File: src/rtl/fifo_pack_if.sv
// Beat-in / word-out bus of the fifo packer: valid/ready beat stream on one side,
// psh/din/full triple toward the downstream fifo on the other.
interface fifo_pack_if #(
    parameter int IN_W  = 8,
    parameter int RATIO = 4
);
    localparam int OUT_W = IN_W*RATIO + $clog2(RATIO) + 1;

    logic             in_val;
    logic [IN_W-1:0]  in_dat;
    logic             in_last;
    logic             in_rdy;
    logic             psh;
    logic [OUT_W-1:0] din;
    logic             full;

    modport master (output in_val, in_dat, in_last, full, input in_rdy, psh, din);
    modport slave  (input in_val, in_dat, in_last, full, output in_rdy, psh, din);
endinterface

File: src/rtl/fifo_pack.sv
// Packs RATIO narrow beats (or fewer, on in_last) into one wide word with a lane
// count, staged in a single register so psh is never raised while full is high.
module fifo_pack #(
    parameter int IN_W  = 8,
    parameter int RATIO = 4
) (
    input  logic       clk,
    input  logic       rst_n,
    fifo_pack_if.slave bus
);
    localparam int DAT_W = IN_W*RATIO;
    localparam int CW    = $clog2(RATIO) + 1;
    localparam int OUT_W = DAT_W + CW;
    localparam int ACC_N = (RATIO > 1) ? RATIO-1 : 1;
    localparam logic [CW-1:0] LAST_LANE = CW'(RATIO-1);

    logic [CW-1:0]              lane_q, lane_d;
    logic [ACC_N-1:0][IN_W-1:0] acc_q, acc_d;
    logic [OUT_W-1:0]           pend_dat_q, pend_dat_d;
    logic                       pend_val_q, pend_val_d;
    logic                       accept, complete, push;
    logic [RATIO-1:0][IN_W-1:0] acc_ext, word;

    assign push       = pend_val_q & ~bus.full;
    assign bus.psh    = push;
    assign bus.din    = pend_dat_q;
    // Stalls every beat while the staged word is blocked, not only completing ones.
    assign bus.in_rdy = ~(pend_val_q & bus.full);
    assign accept     = bus.in_val & bus.in_rdy;
    assign complete   = accept & ((lane_q == LAST_LANE) | bus.in_last);
    assign acc_ext    = DAT_W'(acc_q);

    always_comb begin
        word = '0;
        for (int k = 0; k < RATIO; k++) begin
            if (CW'(k) == lane_q)     word[k] = bus.in_dat;
            else if (CW'(k) < lane_q) word[k] = acc_ext[k];
        end
    end

    always_comb begin
        lane_d     = lane_q;
        acc_d      = acc_q;
        pend_dat_d = pend_dat_q;
        pend_val_d = pend_val_q;
        if (complete) begin
            // A push in this same cycle is overwritten by the reload, so pend stays valid.
            pend_dat_d = {lane_q + CW'(1), word};
            pend_val_d = 1'b1;
            lane_d     = '0;
            acc_d      = '0;
        end else begin
            if (push) pend_val_d = 1'b0;
            if (accept) begin
                for (int k = 0; k < ACC_N; k++)
                    if (lane_q == CW'(k)) acc_d[k] = bus.in_dat;
                lane_d = lane_q + CW'(1);
            end
        end
    end

    always_ff @(posedge clk or negedge rst_n) begin
        if (!rst_n) begin
            lane_q     <= '0;
            acc_q      <= '0;
            pend_dat_q <= '0;
            pend_val_q <= 1'b0;
        end else begin
            lane_q     <= lane_d;
            acc_q      <= acc_d;
            pend_dat_q <= pend_dat_d;
            pend_val_q <= pend_val_d;
        end
    end
endmodule

File: src/flat_wrapper.sv
// flat-port wrapper written by rule: the top's interface ports become plain ports
module fifo_pack_flat 
#(
    parameter int IN_W  = 8,
    parameter int RATIO = 4
)
  (clk, rst_n, bus_in_val, bus_in_dat, bus_in_last, bus_full, bus_in_rdy, bus_psh, bus_din);
  fifo_pack_if #(.IN_W(IN_W), .RATIO(RATIO)) bus_i ();
  input  logic clk;
  input  logic rst_n;
  input wire logic [$bits(bus_i.in_val)-1:0] bus_in_val;
  input wire logic [$bits(bus_i.in_dat)-1:0] bus_in_dat;
  input wire logic [$bits(bus_i.in_last)-1:0] bus_in_last;
  input wire logic [$bits(bus_i.full)-1:0] bus_full;
  output wire logic [$bits(bus_i.in_rdy)-1:0] bus_in_rdy;
  output wire logic [$bits(bus_i.psh)-1:0] bus_psh;
  output wire logic [$bits(bus_i.din)-1:0] bus_din;
  assign bus_i.in_val = bus_in_val;
  assign bus_i.in_dat = bus_in_dat;
  assign bus_i.in_last = bus_in_last;
  assign bus_i.full = bus_full;
  assign bus_in_rdy = bus_i.in_rdy;
  assign bus_psh = bus_i.psh;
  assign bus_din = bus_i.din;
  fifo_pack #(.IN_W(IN_W), .RATIO(RATIO)) u_core (.clk(clk), .rst_n(rst_n), .bus(bus_i));
endmodule
File: config.mk
export PLATFORM = sky130hd
export DESIGN_NAME = fifo_pack_flat
export DESIGN_NICKNAME = d
export VERILOG_FILES = /design/src/rtl/fifo_pack_if.sv /design/src/rtl/fifo_pack.sv /design/src/flat_wrapper.sv
export SDC_FILE = /design/constraint.sdc
export NUM_CORES = 1
export LEC_CHECK = 0
export BUFFER_PORTS_ARGS = -buffer_cell sky130_fd_sc_hd__buf_4
export CORE_MARGIN = 2
export CORE_UTILIZATION = 35
export DETAILED_ROUTE_END_ITERATION = 16
export PLACE_DENSITY_LB_ADDON = 0.05
export REMOVE_ABC_BUFFERS = 1
export SLEW_MARGIN = 20
export SYNTH_ARGS = -nofsm -noshare
export SYNTH_HDL_FRONTEND = slang
export SYNTH_SLANG_ARGS = --single-unit
export TNS_END_PERCENT = 30
File: constraint.sdc
create_clock -name clk -period 2.1 [get_ports clk]
set_clock_uncertainty 0.15 [all_clocks]
set_input_delay 0.105 -clock clk [delete_from_list [all_inputs] [get_ports clk]]
set_output_delay 0.105 -clock clk [all_outputs]
set_load 0.05 [all_outputs]
==> summary.md <==
| Metric | Value |
|---|---|
| Status | `complete, no violations` |
| Die X | `roughly 93 um` |
| Cells after Synth | `between 200 and 300` |
| Kind of critical path | `flop to flop` |
| Initial core utilization | `between 30% and 40%` |
| Post-synthesis xor/xnor area fraction | `0%` |
| Clock-pin slew of the registers on the worst-case setup and hold paths | `70 ps` |
| Final Hold Fails | `0` |
| Clock root buffer | `clkbuf_8` |
| Final min period | `about 2000 ps` |
| Crit Path Max Fanout | `8` |
| IO Count | `50` |
| Async S/R FF share, synth | `100%` |
| TritonCTS clock tree | `done` |
| Mux cell area share after synthesis | `0.409%` |
| Drt first pass iters | `4` |
| RSZ-0062 raised after global routing | `yes` |
| Distinct cells, synth | `29` |
| Leak | `~1.6 nW` |
| Final WS setup | `~100 ps` |
| Synth Area in Simple Gates | `between 7 and 8%` |
| Yosys warnings | `0` |
| Cell row count | `32` |
| GRT Util Overall | `between 10% and 20%` |
| Final period util | `~95%` |
| Max Slew Vio Count | `0` |
| Pwr dens | `1230 nW/um^2` |
| Slew margin rel. | `a little under half` |
| Htree depth | `3` |
| Avg Inst Size Synth | `10.9 sq um` |
| Maximum vdd drop | `~440 uV` |
| Nets | `332` |
| DR WL/cell | `about 18 um` |
| F_max | `501 MHz` |
| CTS sink cnt | `63` |
| Detail Placement HPWL | `4710 um` |
| Worst-path cell chain | `ha_1, ha_1, or2_1, buf_4, o21ai_2, a22o_1` |
| WP data arrival | `around 2100 ps` |
| Final Wtd Congestion | `between 0.7 and 0.8` |
| Area Overhead vs Synth | `27.9%` |
| DRC violations left | `0` |
| Final setup vio count | `0` |
| Share of cells above drive strength 1 | `26.6%` |
| Setup tns final | `0 ps` |
| Register area share after synthesis | `57.2%` |
| CP Launch Type | `flop` |
| Post-Syn Area | `2760 sq um` |
| Vias in the first global route | `approximately 2200` |
| Worst path slowest cell | `dfrtp_1` |
| CP peak stage delay | `380 ps` |
| Final ANT Viol Nets | `0` |
| Worst skew pair latency | `between 300 and 400 ps` |
| Die Y | `about 93 um` |
| Vias/cell | `5.26` |
| Max_cap viols | `0` |
| Number of synthesized register bits | `63` |
| Largest net degree at the start of global routing | `64` |
| Diode count | `0` |
| Total number of vias | `2219` |
| Critical Path RT | `~2200 ps` |
| Starting DRC count in detailed routing | `46` |
| Top FF cell, synth | `dfrtp_1` |
| Initial antenna violation count | `0` |
| CTS buffer count | `9` |
| Post-place setup slack | `approximately 26 ps` |
| DP Area | `~3200 sq um` |
| Finished Cell Area | `3520 sq um` |
| Number of synthesized flops with an enable pin | `0` |
| CP Capture Type | `flop` |
| Gr ovfl total | `0` |
| Core area | `7690 sq um` |
| Die area | `about 8600 sq um` |
| Largest family of logic cells by synthesized area | `compound AO/OA/AOI/OAI gates` |
| Post-synthesis adder-cell area fraction | `around 1.8%` |
| IO buf count | `49` |
| Worst-case clock buffer depth | `2` |
| Compound-Gate Fraction of Synth Area | `between 20 and 30%` |
| Cell mode on critical path | `ha_1` |
| First-pass GRT wire length | `approximately 12000 um` |
| Worst Hold Class | `input port to flop` |
| Final WL | `~7600 um` |
| Worst Tran Pin Value | `between 800 and 900 ps` |
## power breakdown
part           leakage, nW  internal, mW  switching, mW
Sequential           0.807          1.48          0.144
Clock                0.100         0.576          0.467
Combinational        0.705         0.538           1.14
Total                 1.61          2.59           1.75
## layout make-up
class	instances	area [sq um]
Fill cell	766	4160
Inverter	3	11.3
Tap cell	102	128
Timing Repair Buffer	73	573
Sequential cell	63	1580
Clock inverter	4	45.0
Multi-Input combinational cell	165	1050
Clock buffer	12	145
## worst paths after layout
kind                                 endpoint  depth (start not counted)          startpoint  slack [ps]
setup / recovery           u_core.acc_ext[21]                          6    u_core.lane_q[0]         100
hold / removal               u_core.lane_q[1]                          5         bus_in_last         110
setup reg to reg           u_core.acc_ext[21]                          6    u_core.lane_q[0]         100
hold reg to reg            u_core.acc_ext[21]                          1  u_core.acc_ext[21]         340
max in group asynchronous  u_core.bus.din[32]                          2               rst_n        1020
min in group asynchronous   u_core.bus.din[3]                          2               rst_n         250
## through the flow
stage / util (%) / cells / hold WS (ps) / total power [mW]
finish: 45.8 / 422 / 113 / 4.34
global route: 45.8 / 422 / 125 / 4.56
CTS: 45.7 / 422 / 81.6 / 4.38
detailed placement: 41.9 / 396 / 110 / 3.31
global placement: 41.9 / 396 / 109 / 3.31
floorplan: - / 231 / -341 / 2.71
## cells by family (layout without fill, tap and decap cells)
| kind of cell | count (synthesis) | after routing |
|---|---|---|
| AO/OA/AOI/OAI | 117 | 117 |
| flip-flops | 63 | 63 |
| AND/OR/NAND/NOR | 43 | 43 |
| buffers and inverters | 24 | 92 |
| adder cells (fa/ha/maj) | 4 | 4 |
| multiplexers | 1 | 1 |
## placed cells by master, fill, tap and decap left out, drive strengths merged
master and n:
a21oi 24, nor2 3, nand2 19, clkinv 3, inv 3, nor2b 3
a21boi 1, and3 3, a31oi 24, a21bo 1, nor3b 1, o21ba 1
or2 1, ha 4, mux2 1, or3 1, and2 1, bufinv 1
buf 63, clkbuf 12, dlygate4sd3 10, o21ai 34, a22o 32, and3b 1
dfrtp 63, nand3 10
## critical path, delay by kind of cell, from the launching register on
family                     cells  cell delay, ps
AOI/OAI and AO/OA              2             510
adders and majority gates      2             390
DFF                            1             380
and+or+nand+nor                1             310
buffers and inverters          1             200
## state kept, by name, indices dropped and copies added (netlist names)
name and cells:
u_core.lane_q 3, u_core.bus.din 35, u_core.acc_ext 24, u_core.pend_val_q 1
## cells in the mapped netlist (all sizes together) (3+ instances only)
master | instances | area share (%)
a21oi | 24 | 4.4
a22o | 32 | 10
a31oi | 24 | 5.4
and3 | 3 | 0.68
buf | 17 | 4.3
clkbuf | 4 | 0.54
dfrtp | 63 | 57
ha | 4 | 1.8
inv | 3 | 0.41
nand2 | 19 | 2.6
nand3 | 10 | 1.8
nor2 | 3 | 0.50
nor2b | 3 | 0.68
o21ai | 34 | 6.4
## metal layers
layer  global-route usage, %  vias to the layer above  part of all wire, %
met2                    26.0                       62                   41
met3                    3.99                        8                  5.0
met4                    6.99                        0                  1.6
met1                    30.0                     1081                   52
met5                       0                        -                    0
li1                        -                     1068                    -
## what timing repair did
item | in CTS | in global routing
resized for setup | 0 | 2
hold buffers | 10 | 0
endpoints found under the setup margin | 0 | 10
hold endpoints to repair | 120 | 0
buffers inserted | 0 | 0
Note: power is estimated with default switching activity, not from simulation.
